$ cat src/rtl/serial_pair_sched_pkg.sv
// Shared encodings and size defaults for the serial pair scheduler.
package serial_pair_sched_pkg;

  localparam int DW_DEF = 8;
  localparam int CW_DEF = 3;

  typedef enum logic [1:0] {
    ST_IDLE  = 2'd0,
    ST_SHIFT = 2'd1,
    ST_DONE  = 2'd2
  } state_t;

  typedef enum logic {
    DET_LOW  = 1'b0,
    DET_HIGH = 1'b1
  } det_t;

endpackage

$ cat src/rtl/serial_pair_sched_pair_detect.sv
// Two-state Mealy detector: flags each bit that is a 1 following a 1.
module pair_detect
  import serial_pair_sched_pkg::*;
(
  input  logic clk,
  input  logic areset,
  input  logic clr,
  input  logic bit_in,
  output logic hit
);

  det_t st_r;

  // Detector state follows the previous bit; clr forces LOW between frames.
  always_ff @(posedge clk or posedge areset) begin
    if (areset) begin
      st_r <= DET_LOW;
    end else if (clr) begin
      st_r <= DET_LOW;
    end else begin
      st_r <= bit_in ? DET_HIGH : DET_LOW;
    end
  end

  assign hit = (st_r == DET_HIGH) && bit_in;

endmodule

$ cat src/rtl/serial_pair_sched.sv
// Round-robin two-requester scheduler that serialises the granted frame
// LSB first through a pair detector and reports the "11" pair count.
module serial_pair_sched
  import serial_pair_sched_pkg::*;
#(
  parameter int DW = DW_DEF,
  parameter int CW = CW_DEF
)
(
  input  logic          clk,
  input  logic          areset,
  input  logic [1:0]    req,
  input  logic [DW-1:0] data0,
  input  logic [DW-1:0] data1,
  output logic [1:0]    gnt,
  output logic          busy,
  output logic [1:0]    done,
  output logic [CW-1:0] match_cnt
);

  state_t        state_r;
  logic [DW-1:0] data_r;
  logic [CW-1:0] idx_r;
  logic [CW-1:0] acc_r;
  logic          ptr_r;
  logic          sel_r;
  logic          win_s;
  logic          bit_s;
  logic          hit_s;
  logic          clr_s;

  // Round-robin pick: a tie goes to the requester not served last.
  always_comb begin
    win_s = 1'b0;
    if (req == 2'b11) begin
      win_s = ~ptr_r;
    end else begin
      win_s = req[1];
    end
  end

  assign bit_s = data_r[idx_r];
  assign clr_s = (state_r != ST_SHIFT);

  pair_detect u_detect (
    .clk    (clk),
    .areset (areset),
    .clr    (clr_s),
    .bit_in (bit_s),
    .hit    (hit_s)
  );

  // Frame FSM with all outputs registered; DONE's effects land on its exit edge.
  always_ff @(posedge clk or posedge areset) begin
    if (areset) begin
      state_r   <= ST_IDLE;
      data_r    <= '0;
      idx_r     <= '0;
      acc_r     <= '0;
      ptr_r     <= 1'b1;
      sel_r     <= 1'b0;
      gnt       <= 2'b00;
      busy      <= 1'b0;
      done      <= 2'b00;
      match_cnt <= '0;
    end else begin
      done <= 2'b00;
      case (state_r)
        ST_IDLE: begin
          if (|req) begin
            sel_r   <= win_s;
            gnt     <= win_s ? 2'b10 : 2'b01;
            data_r  <= win_s ? data1 : data0;
            idx_r   <= '0;
            acc_r   <= '0;
            busy    <= 1'b1;
            state_r <= ST_SHIFT;
          end
        end
        ST_SHIFT: begin
          if (hit_s && (acc_r != CW'(DW - 1))) begin
            acc_r <= acc_r + 1'b1;
          end
          if (idx_r == CW'(DW - 1)) begin
            state_r <= ST_DONE;
          end else begin
            idx_r <= idx_r + 1'b1;
          end
        end
        ST_DONE: begin
          done      <= sel_r ? 2'b10 : 2'b01;
          match_cnt <= acc_r;
          ptr_r     <= sel_r;
          gnt       <= 2'b00;
          busy      <= 1'b0;
          state_r   <= ST_IDLE;
        end
        default: begin
          gnt     <= 2'b00;
          busy    <= 1'b0;
          state_r <= ST_IDLE;
        end
      endcase
    end
  end

endmodule

$ cat config.mk
export PLATFORM = sky130hd
export DESIGN_NAME = serial_pair_sched
export DESIGN_NICKNAME = d
export VERILOG_FILES = /design/src/rtl/serial_pair_sched_pkg.sv /design/src/rtl/serial_pair_sched_pair_detect.sv /design/src/rtl/serial_pair_sched.sv
export SDC_FILE = /design/constraint.sdc
export NUM_CORES = 1
export LEC_CHECK = 0
export ABC_CLOCK_PERIOD_IN_PS = 1600
export CAP_MARGIN = 20
export CORE_ASPECT_RATIO = 0.5
export CORE_MARGIN = 4
export CORE_UTILIZATION = 49
export DETAILED_ROUTE_END_ITERATION = 6
export PLACE_DENSITY = 0.8
export SYNTH_ARGS = -nofsm -noshare
export SYNTH_HDL_FRONTEND = slang
export SYNTH_SLANG_ARGS = --single-unit
$ cat constraint.sdc
create_clock -name clk -period 1.6 [get_ports clk]
set_input_delay 0.24 -clock clk [delete_from_list [all_inputs] [get_ports clk]]
set_output_delay 0.24 -clock clk [all_outputs]
set_load 0.005 [all_outputs]
==> impl_metrics.json, run 1 <==
{
  "cp_max_fo": 6,
  "syn2layout_area_growth_pct": 30.7,
  "synth_top_family_by_area": "simple AND/OR/NAND/NOR gates",
  "p_sw_mw": 0.967,
  "grt_pass1_vias": 944,
  "max_cap_viol_count": 0,
  "drt_iter0_markers": 14,
  "slew_viol_final": 0,
  "totalWireLength_um": 2360,
  "fin_util": 0.715,
  "synth_area_leaders": "dfrtp_1, mux2i_1, nand2_1",
  "pwr-share-clk": 0.143,
  "end_kind": "register",
  "clk_pin_slew_ns": 0.10,
  "die_area_mm2": 0.00357,
  "synth_top_cell_by_area": "dfrtp_1",
  "peakVddDrop_uv": 882,
  "synth-compound-area-share": 0.114,
  "hold_viol": 0,
  "synthesis.nets": 140,
  "drive_gt1_frac": 0.140,
  "overflow": 0,
  "switching_share": 0.346,
  "portBuffers": 27,
  "pwr-share-comb": 0.441,
  "clockBufferDepth": 2,
  "core_area_mm2": 0.00236,
  "yosysSeqAreaShare": 0.525,
  "synthMuxAreaShare": 0.124,
  "wl_per_cell_um": 12.8,
  "multiInputGateArea_um2": 547,
  "start_util": 0.547,
  "fp-row-count": 12,
  "fin_nets": 175,
  "dr.pass1.iters": 4,
  "rr_endpoint": "idx_r[0]",
  "worst_ep_arrival_time_ns": 1.68,
  "synth_top_area_frac": 0.504,
  "viasPerCell": 5.10,
  "power.density_mw_per_mm2": 1660,
  "rsz0062_at_grt": "false",
  "grt_pass1_wl_um": 4110,
  "rrSetupSlack_ns": 0.08,
  "finalClockSkew_ns": 0.00770,
  "power_leakage_nw": 0.831,
  "io_pins": 28,
  "grtUsageTotal": 0.151,
  "outcome": "complete, no violations",
  "grt_antenna_before_repair": 0,
  "p_int_mw": 1.83,
  "vias": 943,
  "cp-start-kind": "register",
  "syn_area_per_cell_um2": 11.1,
  "gp_congestion": 0.767,
  "cts_tree": "built",
  "cts.sinks": 27,
  "numCtsBuffers": 3,
  "postCtsSetupBuffers": 0,
  "num_antenna_cells": 0,
  "cts_root_buffer": "clkbuf_8",
  "synthXorXnorAreaFrac": 0,
  "use_met1": 0.178,
  "setup_viol": 0,
  "die_w_um": 80.6,
  "r2r_start": "idx_r[1]",
  "antenna_left": 0,
  "ys_ff_latch": 27,
  "r2r_cells": 5,
  "die_h_um": 44.3,
  "critPathKind": "reg2reg",
  "slew_headroom": 0.719,
  "synthAdderAreaFrac": 0.0388,
  "post-route-period-util": 0.951,
  "synth_cell_types": 30,
  "hold_path_class": "in2async",
  "hold_buffers": 0,
  "worstPathRequired_ns": 1.76,
  "synthCells": 116,
  "p_seq_frac": 0.416,
  "top_usage_layer": "met2",
  "htree_levels": 1,
  "fillers": 190,
  "gr-usage-met2": 0.276,
  "fin_crit_ns": 1.52,
  "hold_ws_ns": 0.311,
  "globalRouteMet3Util": 0.0366,
  "insertion_delay_ns": 0.28,
  "ys_warn_count": 0,
  "netlist_area_mm2": 0.00129,
  "drc": 0,
  "register_area_um2": 677,
  "max_freq_mhz": 658,
  "dp_hpwl_um": 1820,
  "tightest_slew_ns": 0.419,
  "synth_simple_gate_area_frac": 0.146,
  "cts_resized": 0,
  "grt_max_degree": 28
}
-- worst max path at each step --
stage / to / cells past startpoint / slack [ns] / from
6_report: idx_r[0] / 5 / 0.08 / idx_r[1]
3_5_place_dp: data_r[0] / 5 / -0.15 / req[1]
3_3_place_gp: data_r[2] / 5 / -0.11 / req[1]
5_1_grt: idx_r[0] / 5 / 0.01 / idx_r[1]
4_1_cts: idx_r[0] / 5 / 0.08 / idx_r[1]
2_1_floorplan: idx_r[0] / 5 / 0.17 / idx_r[1]
-- stage by stage --
step           cell area, µm²  TNS [ns]  power (mW)  instances  setup WS (ns)
5_1_grt                  1690         0        3.02        185        0.00986
3_3_place_gp             1640    -0.484        2.35        181         -0.109
2_1_floorplan            1290         0        1.98        116          0.167
3_5_place_dp             1640    -0.803        2.42        181         -0.153
6_report                 1690         0        2.80        185         0.0791
4_1_cts                  1690         0        2.81        185         0.0838
-- cell families after synthesis --
logic type               Yosys count
buffers and inverters             12
multiplexers                      15
AND/OR/NAND/NOR                   39
flip-flops                        27
adder cells (fa/ha/maj)            4
AO/OA/AOI/OAI                     19
-- worst max-delay path: stages, from the launching register on --
cell and delay, ns:
dfrtp_1 0.46, ha_1 0.21, ha_1 0.19, nor2_1 0.17, nor2_1 0.11, mux2_2 0.27
-- synthesized netlist by cell type (all sizes together) --
cell type and number:
ha 4, buf 5, o21ai 5, nand2b 3, nand3b 1, or3 1
a32oi 4, nand2 16, dfrtp 26, mux2i 10, nor2 12, and3 1
a21oi 3, a21o 2, nor3 2, nor2b 2, dfstp 1, nand4 1
a22o 2, a21bo 1, inv 7, o21bai 1, mux2 5, a2bb2oi 1
-- power by group through the flow --
stage          registers [mW]  logic, mW  clock network, mW
3_5_place_dp             1.18       1.24                  0
4_1_cts                  1.16       1.25              0.405
5_1_grt                  1.20       1.38              0.439
3_3_place_gp             1.16       1.19                  0
6_report                 1.16       1.23              0.400
2_1_floorplan            1.13      0.854                  0
-- cell type report --
cell class | instances | share of cell area
flip-flops and latches | 27 | 0.402
multi-input cells | 77 | 0.324
repair buffers | 35 | 0.203
well taps | 35 | 0.0260
clock buffers | 3 | 0.0245
inverters | 7 | 0.0156
clock inverters | 1 | 0.00445
-- cell usage in the layout (no fill, tap or decap) --
| cell | netlist | routed |
|---|---|---|
| a21bo_1 | 1 | 1 |
| a21o_1 | 2 | 2 |
| a21oi_1 | 3 | 3 |
| a22o_1 | 2 | 2 |
| a2bb2oi_2 | 1 | 1 |
| a32oi_1 | 4 | 4 |
| and3_1 | 1 | 1 |
| buf_12 | 0 | 1 |
| buf_4 | 1 | 7 |
| clkbuf_8 | 0 | 3 |
| clkdlybuf4s50_1 | 0 | 27 |
| clkinvlp_4 | 0 | 1 |
| dfrtp_1 | 26 | 26 |
| dfstp_2 | 1 | 1 |
| ha_1 | 4 | 4 |
| inv_1 | 7 | 7 |
| mux2_1 | 3 | 3 |
| mux2_2 | 1 | 1 |
| mux2_4 | 1 | 1 |
| mux2i_1 | 10 | 10 |
| nand2_1 | 16 | 16 |
| nand2b_1 | 3 | 3 |
| nand3b_1 | 1 | 1 |
| nand4_2 | 1 | 1 |
| nor2_1 | 12 | 12 |
| nor2b_1 | 2 | 2 |
| nor3_2 | 2 | 2 |
| o21ai_0 | 1 | 1 |
| o21ai_1 | 2 | 2 |
| o21ai_2 | 2 | 2 |
| o21bai_1 | 1 | 1 |
| or3_1 | 1 | 1 |
-- per-layer routing --
| layer | share of wire | vias up |
|---|---|---|
| li1 | - | 465 |
| met1 | 0.46 | 456 |
| met2 | 0.49 | 22 |
| met3 | 0.046 | 0 |
| met4 | 0 | 0 |
| met5 | 0 | - |
-- registers in the layout, indices dropped and copies added, names as in the netlist, 2 cells and up --
name / cells
gnt: 2
idx_r: 3
done: 2
state_r: 2
acc_r: 3
match_cnt: 3
data_r: 8
Note: power is estimated with default switching activity, not from simulation.
==> run 2, diff against run 1 <==
Settings changed: CORE_ASPECT_RATIO 0.5 to unset, CORE_UTILIZATION 49 to 52, CTS_BUF_LIST set to sky130_fd_sc_hd__clkbuf_4, GPL_TIMING_DRIVEN set to 0, PLACE_DENSITY 0.8 to 0.84.
==> impl_metrics.json, run 2 (synthesis results as in run 1) <==
{
  "final_common_cell": "clkdlybuf4s50_1",
  "vias": 938,
  "viasPerCell": 5.27,
  "crit_top_cell": "ha_1",
  "cts_root_buffer": "clkbuf_4",
  "p_total_mw": 2.71,
  "crit_family": "flip-flops",
  "largest_register_ffs": 8,
  "rsz0062_at_grt": "false",
  "htree_levels": 1,
  "fillers": 169,
  "worstPathRequired_ns": 1.84,
  "syn2layout_area_growth_pct": 29.8,
  "grt_antenna_before_repair": 0,
  "totalWireLength_um": 2390,
  "die_w_um": 57.8,
  "final_cell_mix": "clkdlybuf4s50_1, dfrtp_1, nand2_1",
  "rrSetupSlack_ns": 0.06,
  "tightest_slew_ns": 0.335,
  "fin_nets": 175,
  "cp-start-kind": "register",
  "place_area_mm2": 0.00160,
  "clockBufferDepth": 2,
  "cts.sinks": 27,
  "fp-row-count": 17,
  "worst_ep_arrival_time_ns": 1.78,
  "power_leakage_nw": 0.831,
  "multiInputGateArea_um2": 554,
  "dp_hpwl_um": 1840,
  "post-route-period-util": 0.962,
  "final_cells": 178,
  "finalClockSkew_ns": 0.00276,
  "end_kind": "register",
  "core_area_mm2": 0.00228,
  "io_pins": 28,
  "dp_cells": 171,
  "grt_pass1_wl_um": 3800,
  "slowest_stage": "dfrtp_2",
  "max_stage_delay_ns": 0.46,
  "register_area_um2": 678,
  "hold_viol": 0,
  "outcome": "complete, no violations",
  "max_cap_viol_count": 0,
  "hold_buffers": 0,
  "setup_viol": 0,
  "slew_headroom": 0.776,
  "insertion_delay_ns": 0.33,
  "max_freq_mhz": 650,
  "grt_max_degree": 28,
  "overflow": 0,
  "dr.pass1.iters": 3,
  "cts_tree": "built",
  "portBuffers": 27,
  "antenna_left": 0,
  "gp_congestion": 0.744,
  "die_h_um": 57.8,
  "start_util": 0.567,
  "peakVddDrop_uv": 1070,
  "numCtsBuffers": 3,
  "grtUsageTotal": 0.150,
  "power.density_mw_per_mm2": 1620,
  "hold_path_class": "in2async",
  "slew_viol_final": 0,
  "fin_crit_ns": 1.54,
  "crit_chain": "ha_1 -> ha_1 -> nor2_4 -> nor2_1 -> mux2_2",
  "cp.buffers_inverters": 0,
  "hold_ws_ns": 0.0903,
  "finalInstanceArea_mm2": 0.00167,
  "r2r_start": "idx_r[1]",
  "grt_pass1_vias": 827,
  "setup.worst_path.start": "idx_r[1]",
  "die_area_mm2": 0.00334,
  "critPathKind": "reg2reg",
  "drc": 0,
  "drt_iter0_markers": 29,
  "clk_pin_slew_ns": 0.14,
  "drive_gt1_frac": 0.153,
  "cp_max_fo": 4,
  "wl_per_cell_um": 13.4,
  "largest-register": "data_r",
  "num_antenna_cells": 0
}
run 2: changes by cell type in the layout (fill, tap and decap cells not counted), sizes merged:
cell	delta
clkinv	+1
clkinvlp	-1
run 2: path summary, 6_finish.rpt:
| check | end | cells past startpoint |
|---|---|---|
| hold / removal | done[1] | 2 |
| hold reg to reg | done[0] | 1 |
| max in group asynchronous | ptr_r | 3 |
| min in group clk | done[0] | 1 |
| setup reg to reg | idx_r[0] | 5 |
| setup / recovery | idx_r[0] | 5 |
run 2: routing by layer:
| metal | global-route usage | wire length [µm] | part of all wire |
|---|---|---|---|
| met1 | 0.192 | 1050 | 0.44 |
| met2 | 0.235 | 1120 | 0.47 |
| met3 | 0.0312 | 153 | 0.064 |
| met4 | 0.0828 | 68 | 0.028 |
| met5 | 0 | 0 | 0 |
run 2: layout make-up:
| type | count | area share |
|---|---|---|
| timing repair buffer | 30 | 0.187 |
| inverter | 7 | 0.0157 |
| sequential | 27 | 0.405 |
| buffer | 5 | 0.0239 |
| tap | 28 | 0.0209 |
| clock inverter | 1 | 0.00299 |
| multi-input combinational | 77 | 0.331 |
| clock buffer | 3 | 0.0135 |
run 2: what timing repair did:
| action | in CTS | in global routing |
|---|---|---|
| hold endpoints to repair | 0 | 0 |
| setup endpoints to repair | 2 | 3 |
| buffers inserted | 0 | 2 |
| gates resized for setup | 1 | 2 |
run 2: through the flow:
step	worst slack (ns)	TNS, ns	util
2_1_floorplan	0.167	0	-
6_report	0.0608	0	0.736
3_5_place_dp	-0.120	-0.929	0.701
5_1_grt	0.0228	0	0.736
3_3_place_gp	-0.0806	-0.610	0.701
4_1_cts	0.0106	0	0.714
run 2: where the power goes:
part	switching, mW	total, mW	internal [mW]
clock	0.203	0.297	0.0940
sequential	0.183	1.15	0.971
combinational	0.573	1.26	0.689
total	0.960	2.71	1.75
==> run 3, diff against run 2 <==
Settings changed: ABC_AREA set to 1.
==> impl_metrics.json, run 3 <==
{
  "outcome": "complete, no violations",
  "io_pins": 28,
  "fin_crit_ns": 1.49,
  "totalWireLength_um": 2800,
  "finalSetupTns_ns": 0,
  "postCtsSetupBuffers": 0,
  "drt_iter0_markers": 30,
  "dp_hpwl_um": 2170,
  "synth_top_area_frac": 0.500,
  "drc": 0,
  "grtUsageTotal": 0.186,
  "fp-row-count": 17,
  "setup_viol": 0,
  "final_cell_mix": "nand2_1, clkdlybuf4s50_1, dfrtp_1",
  "die_h_um": 58.0,
  "syn_area_per_cell_um2": 9.29,
  "die_w_um": 58.0,
  "tightest_slew_ns": 0.370,
  "power.density_mw_per_mm2": 1630,
  "antenna_left": 0,
  "portBuffers": 27,
  "htree_levels": 1,
  "synth_edf_count": 0,
  "grt_pass1_wl_um": 4720,
  "finalInstanceArea_mm2": 0.00166,
  "grt_antenna_before_repair": 0,
  "cts.sinks": 27,
  "clockBufferDepth": 2,
  "place_area_mm2": 0.00161,
  "grt_pass1_vias": 1057,
  "max_freq_mhz": 672,
  "hold_path_class": "in2async",
  "largest_register_ffs": 8,
  "syn2layout_area_growth_pct": 27.9,
  "num_antenna_cells": 0,
  "p_total_mw": 2.71,
  "hold_viol": 0,
  "async_reset_ff_frac": 1.00,
  "slew_headroom": 0.753,
  "max_cap_viol_count": 0,
  "largest-register": "data_r",
  "drive_gt1_frac": 0.151,
  "ys_ff_latch": 27,
  "slowest_stage": "clkdlybuf4s50_1",
  "cp.buffers_inverters": 1,
  "critPathKind": "reg2out",
  "numCtsBuffers": 3,
  "finalClockSkew_ns": 0.0170,
  "cts_root_buffer": "clkbuf_4",
  "crit_chain": "clkdlybuf4s50_1",
  "cts_tree": "built",
  "synth_common_cells": "nand2_1, dfrtp_1, inv_1, nand3_1",
  "vias": 1045,
  "clk_pin_slew_ns": 0.16,
  "synth_area_leaders": "dfrtp_1, nand2_1, nand3_1",
  "cp_max_fo": 2,
  "insertion_delay_ns": 0.34,
  "fillers": 181,
  "synth_top_cell_by_area": "dfrtp_1",
  "fin_nets": 197,
  "ys_dominant_reg_cell": "dfrtp_1",
  "post-route-period-util": 0.929,
  "synthesis.nets": 164,
  "end_kind": "output pin",
  "yosysSeqAreaShare": 0.520,
  "synthCells": 140,
  "final_common_cell": "nand2_1",
  "gp_congestion": 0.776,
  "die_area_mm2": 0.00337,
  "core_area_mm2": 0.00230,
  "worst_ep_arrival_time_ns": 1.25,
  "synth_cell_types": 20,
  "viasPerCell": 5.23,
  "crit_family": "buffers and inverters",
  "worstPathRequired_ns": 1.36,
  "slew_viol_final": 0,
  "hold_buffers": 0,
  "rsz0062_at_grt": "false",
  "start_util": 0.566,
  "grt_max_degree": 28,
  "power_leakage_nw": 0.816,
  "cp-start-kind": "register",
  "dr.pass1.iters": 5,
  "peakVddDrop_uv": 1010,
  "yosysMostFrequentCell": "nand2_1",
  "overflow": 0,
  "max_stage_delay_ns": 0.51,
  "cts_resized": 0,
  "netlist_area_mm2": 0.00130,
  "ys_warn_count": 0,
  "wl_per_cell_um": 14.0
}
[run 3: changes by cell type in the layout (fill, tap and decap cells not counted), moves of 3 or more]
cell	previous run	this run
nand2_1	16	37
nand3_1	0	14
inv_1	7	18
mux2i_1	10	0
o211ai_1	0	7
a32oi_1	4	0
inv_2	0	4
nor2_1	11	7
buf_4	3	0
mux2_1	3	0
nand2_2	0	3
nand2b_1	3	0
[run 3: report_power, final]
| part | switching [mW] | total [mW] | leakage (nW) | internal (mW) |
|---|---|---|---|---|
| Combinational | 0.676 | 1.22 | 0.465 | 0.545 |
| Sequential | 0.192 | 1.16 | 0.333 | 0.970 |
| Clock | 0.212 | 0.327 | 0.0184 | 0.115 |
[run 3: routing by layer]
| layer | track usage | up-vias | part of all wire |
|---|---|---|---|
| met5 | 0 | - | 0 |
| met4 | 0.0927 | 0 | 0.032 |
| met3 | 0.0334 | 9 | 0.056 |
| met2 | 0.339 | 36 | 0.54 |
| met1 | 0.204 | 488 | 0.37 |
| li1 | - | 512 | - |
[run 3: layout make-up]
type,instances,area (µm²),area share
Clock buffer,4,30.0,0.0180
Inverter,23,91.3,0.0549
Multi-Input combinational cell,90,533,0.320
Sequential cell,27,677,0.407
Tap cell,28,35.0,0.0211
Timing Repair Buffer,28,298,0.179
[run 3: cells by family (layout without fill, tap and decap cells)]
| family | after synthesis | in the layout | share of synthesized area |
|---|---|---|---|
| fa+ha+maj | 4 | 4 | 0.0385 |
| simple gates | 68 | 68 | 0.265 |
| buf+inv | 23 | 55 | 0.0702 |
| mux | 3 | 3 | 0.0260 |
| compound gates | 15 | 15 | 0.0798 |
| flops | 27 | 27 | 0.520 |
[run 3: worst paths after layout]
check                          from         to  slack [ns]  cells past startpoint
setup / recovery             gnt[0]     gnt[0]        0.11                      1
hold / removal               areset   acc_r[1]        0.16                      2
setup reg to reg           acc_r[0]   acc_r[1]        0.14                      7
hold reg to reg               sel_r    done[0]        0.50                      1
max in group asynchronous    areset      ptr_r        0.95                      3
min in group clk           data1[5]  data_r[5]        0.44                      3
[run 3: per-stage QoR]
stage	worst slack, ns	util	hold WS, ns	std cells
final	0.113	0.724	0.158	200
after global routing	0.0584	0.724	0.172	200
after CTS	0.108	0.712	0.445	199
after detailed placement	-0.0228	0.699	0.448	195
after global placement	0.0322	0.699	0.411	195
after floorplan	0.304	-	0.292	140
==> RTL change 1 (config.mk and constraints of run 1) <==
`DW_DEF`: 8 -> 6.
--- a/src/rtl/serial_pair_sched_pkg.sv
+++ b/src/rtl/serial_pair_sched_pkg.sv
@@ -2,5 +2,5 @@
 package serial_pair_sched_pkg;
 
-  localparam int DW_DEF = 8;
+  localparam int DW_DEF = 6;
   localparam int CW_DEF = 3;
 
Interface: changed (resized data0 and data1); port bits go from 28 to 24. The function was not compared with the original's and may differ.
==> RTL change 1 against run 1 <==
Worst setup slack got worse by 16 ps. Die area down 5.9%. Total power down 5.6%. Routed wire length fell by 0.64%. Final area shrank 7.1%. Sequential cell count decreased by 2. Maximum frequency decreased by 1.0%. Highest routed layer is now met4. Synthesized area down 6.9%.
==> RTL change 1: results (changes against run 1) <==
[run_status]
outcome = completed

[global_route]
grt_max_degree = 26  ; -7.1%
grt_pass1_wl_um = 4181  ; +1.9%
track_usage_pct = 15.79  ; +0.69 points

[power]
max-vdd-ir-drop_v = 0.0007330  ; -17%
leakage_nw = 0.7392  ; -11%

[placed_design]
numPortBuffers = 23  ; -15%
place_congestion = 0.7663  ; -0.14%
placed_cells = 175  ; -3.3%
place_ws_ps = -5.631  ; +147.3 ps
dpl.hpwl_um = 1796  ; -1.5%

[drt]
via_per_inst = 5.156  ; +1.2%
drt_pass1_iterations = 4  ; unchanged
routed_wl_um = 2346  ; -0.64%
wl_per_cell_um = 13.11  ; +2.7%
drt-initial-drc-count = 41  ; +27
wl_met3_um = 103  ; -4.6%
routed-wl-met2_um = 1135  ; -1.9%
wl_met1_um = 1083  ; -1.1%

[cells_and_area]
drive_gt1_share_pct = 15.28  ; +1.3 points
largest_register_ffs = 6  ; -2
n_fill_cell = 177  ; -6.8%
finalNetCount = 165  ; -5.7%

[logic_synthesis]
synthTopCellsByArea = dfrtp_1 50%, o21ai_0 5.4%, ha_1 4.2%
syn_nets = 134  ; -4.3%
yosysSeqAreaShare_pct = 52.19  ; -0.29 points
synth_cells = 114  ; -1.7%

[timing]
finClkSkew_ps = 4.827  ; -2.873 ps
max_slew_margin_pct = 78.31  ; +6.4 points
hold_ws_ps = 333.8  ; +22.85 ps

[cts]
clk_pin_slew_ps = 80  ; -20 ps

[worst_setup_path]
crit_path_top_delay_cell = mux4_2
crit_family = multiplexers
max_stage_delay_ps = 500  ; +40 ps
ff2ff_setup_slack_ps = 60  ; -20 ps
arrival_ps = 1700  ; +20 ps

RTL change 1: cell count changes in the layout (fill, tap and decap cells not counted), moves of 3 or more:
cell	change
a32oi_1	-4
o21ai_0	+12
nor2_1	-7
clkdlybuf4s50_1	-4
nand2_1	-4
mux2i_1	-5
nand3_1	+4
mux2_1	-3
RTL change 1: worst paths after layout:
path / startpoint / endpoint / depth (start not counted)
setup / recovery: data_r[5] / acc_r[2] / 4
hold / removal: areset / data_r[5] / 3
setup reg to reg: data_r[5] / acc_r[2] / 4
hold reg to reg: match_cnt[1] / match_cnt[1] / 2
max in group asynchronous: areset / ptr_r / 3
min in group clk: match_cnt[1] / match_cnt[1] / 2
RTL change 1: cell type report:
cell class	instances	area (µm²)	area share, %
Clock buffer	3	41.29	2.638
Inverter	8	30.03	1.918
Multi-Input combinational cell	76	528.0	33.73
Sequential cell	25	626.9	40.05
Clock inverter	1	5.005	0.3197
Timing Repair Buffer	31	290.3	18.55
Tap cell	35	43.79	2.798
RTL change 1: kinds of logic (layout without fill, tap and decap cells):
| group | after synthesis | after routing | share of synthesized area, % |
|---|---|---|---|
| fa+ha+maj | 4 | 4 | 4.167 |
| simple gates | 31 | 31 | 12.19 |
| buf+inv | 13 | 43 | 4.166 |
| mux | 9 | 9 | 8.854 |
| flops | 25 | 25 | 52.19 |
| compound gates | 32 | 32 | 18.44 |
RTL change 1: stage by stage:
stage          instance area, µm²  utilization [%]
6_report                     1565            69.04
4_1_cts                      1562            68.87
5_1_grt                      1565            69.04
3_3_place_gp                 1515            66.83
2_1_floorplan                1201                -
3_5_place_dp                 1515            66.83
RTL change 1: power breakdown:
part	total, mW	switching (mW)	internal, mW
Sequential	1.12	0.214	0.909
Combinational	1.15	0.538	0.614
Clock	0.366	0.192	0.174
Total	2.64	0.943	1.70
RTL change 1: layer usage:
layer	up-vias	GRT usage [%]
met5	-	0
met4	0	6.272
met3	2	4.661
met2	19	28.06
met1	445	18.09
li1	457	-
RTL change 1: worst register-to-register path: cells and delay by family (launching register included):
family / cells / cell delay, ps
AO/OA/AOI/OAI: 2 / 470
AND/OR/NAND/NOR: 1 / 60
multiplexers: 1 / 500
flip-flops: 1 / 400
==> RTL change 2 (config.mk and constraints of run 1) <==
Made on the original files. Encoding of `state_t`: now one-hot (3 bits for 3 states).
--- a/src/rtl/serial_pair_sched_pkg.sv
+++ b/src/rtl/serial_pair_sched_pkg.sv
@@ -5,8 +5,8 @@
   localparam int CW_DEF = 3;
 
-  typedef enum logic [1:0] {
-    ST_IDLE  = 2'd0,
-    ST_SHIFT = 2'd1,
-    ST_DONE  = 2'd2
+  typedef enum logic [2:0] {
+    ST_IDLE  = 3'b001,
+    ST_SHIFT = 3'b010,
+    ST_DONE  = 3'b100
   } state_t;
 
Formal check against the unedited RTL: same outputs for any inputs over 10 cycles, from zero or initial values and one cycle with areset high; not proved beyond that.
==> RTL change 2 against run 1 <==
The flow now finishes with violations (negative setup slack). Worst setup slack worse by 88 ps. Via count up 2.0%. Critical path depth down 1. Sequential cell count up 1. Final cell count down 1.1%. Clock skew down 2.1 ps. First-iteration DRC count rose to 2.8 times the old value. Routed wire length up 11%. Synthesized cell count down 6.9%. Total power down 8.0%. Final area up 6.6%. Synthesized area up 2.1%. Non-clock buffer count up 3. Critical path type unchanged. Critical endpoint is now acc_r[0].
==> RTL change 2: results (changes against run 1) <==
[run_status]
outcome = finished with violations
violations = negative setup slack

[cts]
clock_latency_ps = 270
cts_max_path_buffers = 2  ; unchanged
htreeDepth = 1  ; unchanged
clk_pin_slew_ps = 90
cts_buffers = 3  ; unchanged
cts_root_buffer = clkbuf_8

[power]
leakage_nw = 0.8441  ; +1.5%
max-vdd-ir-drop_v = 0.0007846  ; -11%
p_int_mw = 1.781  ; -2.6%

[timing]
setup_viol = 2  ; +2
worst_pin_slew_ps = 361.4  ; -57.51 ps
setup_ws_ps = -8.955  ; -88.05 ps
fin_tns_setup_ps = -10.86  ; -10.86 ps
finClkSkew_ps = 5.566  ; -2.134 ps

[logic_synthesis]
async_reset_ff_share_pct = 100.0  ; unchanged
syn_nets = 132  ; -5.7%
yosysSeqAreaShare_pct = 53.37  ; +0.90 points
ys.warnings.count = 0  ; unchanged
synth.top_cells.by_count = 26 x dfrtp_1, 14 x nand2_1, 11 x o21ai_0
synth_cells = 108  ; -6.9%
synthTopCellsByArea = dfrtp_1 49%, mux2i_1 6.1%, mux2_2 5.1%
ys_types = 30  ; unchanged

[worst_setup_path]
crit_path_top_delay_cell = mux4_2
r2r-start = idx_r[0]
max_stage_delay_ps = 500  ; +40 ps
arrival_ps = 1770  ; +90 ps
crit_family = multiplexers
worst-path-max-fanout = 5  ; -1
start_kind = flop

[global_route]
track_usage_pct = 16.81  ; +1.7 points
antenna_found_initial = 0  ; unchanged
grt_pass1_wl_um = 4560  ; +11%
grt_max_degree = 29  ; +3.6%
grt_pass1_vias = 971  ; +2.9%

[drt]
drt-initial-drc-count = 39  ; +25
wl_per_cell_um = 14.28  ; +12%
vias = 962  ; +2.0%
drt_pass1_iterations = 4  ; unchanged
via_per_inst = 5.257  ; +3.1%

[placed_design]
numPortBuffers = 27  ; unchanged
dpl.hpwl_um = 1893  ; +3.8%
place_congestion = 0.8426  ; +9.8%
placed_cells = 178  ; -1.7%

[hold_path]
min_path_type = in2async

[cells_and_area]
largest_register_ffs = 8  ; unchanged
finalNetCount = 173  ; -1.1%
n_fill_cell = 167  ; -12%
drive_gt1_share_pct = 26.35  ; +12 points
antennaDiodeCount = 0  ; unchanged
top_register = data_r

RTL change 2: changes by cell type in the layout (fill, tap and decap cells not counted), sizes merged, moves of 4 or more:
| cell | change |
|---|---|
| inv | -5 |
| o21ai | +8 |
| and2 | +4 |
| nor2 | -8 |
RTL change 2: per-layer routing:
layer	vias up	share of wire [%]	global-route usage, %
met1	456	44	19.90
met3	2	5.3	3.862
met5	-	0	0
li1	473	-	-
met2	31	49	30.26
met4	0	1.0	6.061
RTL change 2: area by class of cell:
| type | instances | area, µm² | share of cell area, % |
|---|---|---|---|
| Clock buffer | 3 | 41.29 | 2.298 |
| Inverter | 2 | 7.507 | 0.4178 |
| Timing Repair Buffer | 38 | 352.8 | 19.64 |
| Clock inverter | 1 | 30.03 | 1.671 |
| Tap cell | 35 | 43.79 | 2.437 |
| Sequential cell | 28 | 704.4 | 39.21 |
| Multi-Input combinational cell | 76 | 616.8 | 34.33 |
RTL change 2: stage by stage:
step           setup slack, ps  total power, mW  hold slack [ps]  instance area (µm²)
2_1_floorplan            1.483            1.583            303.9                 1318
3_3_place_gp            -32.29            1.902            458.2                 1698
3_5_place_dp            -74.05            1.944            462.2                 1698
4_1_cts                 -64.35            2.547            328.9                 1774
5_1_grt                 -64.87            2.745            365.5                 1797
6_report                -8.955            2.573            325.1                 1797
RTL change 2: worst reg2reg max path, stage by stage (launching register included):
cell,delay (ps)
dfrtp_2,410
mux4_2,500
mux2_4,320
a32oi_2,190
o21ai_2,80
RTL change 2: what timing repair did:
action / in CTS / in global routing
setup buffers: 1 / 0
resized for setup: 4 / 6
gates cloned: 0 / 0
pin swaps: 3 / 1
setup endpoints to repair: 5 / 7
RTL change 2: logic make-up after synthesis:
kind of cell / share of synthesized area [%]
simple gates: 13.77
fa+ha+maj: 3.799
flops: 53.37
buf+inv: 1.234
compound gates: 11.49
mux: 16.33
RTL change 2: final timing paths:
path	cells past startpoint	slack, ps	end
min in group clk	1	470	done[0]
setup / recovery	4	-9	acc_r[0]
hold / removal	3	330	match_cnt[2]
max in group asynchronous	3	970	ptr_r
hold reg to reg	1	470	done[0]
setup reg to reg	4	-9	acc_r[0]
RTL change 2: power by group through the flow:
stage               sequential (mW)  combinational [mW]  clock (mW)
finish                         1.06               0.960       0.551
CTS                            1.06               0.925       0.561
detailed placement             1.07               0.877           0
floorplan                      1.03               0.548           0
global placement               1.06               0.842           0
global route                   1.09                1.06       0.595
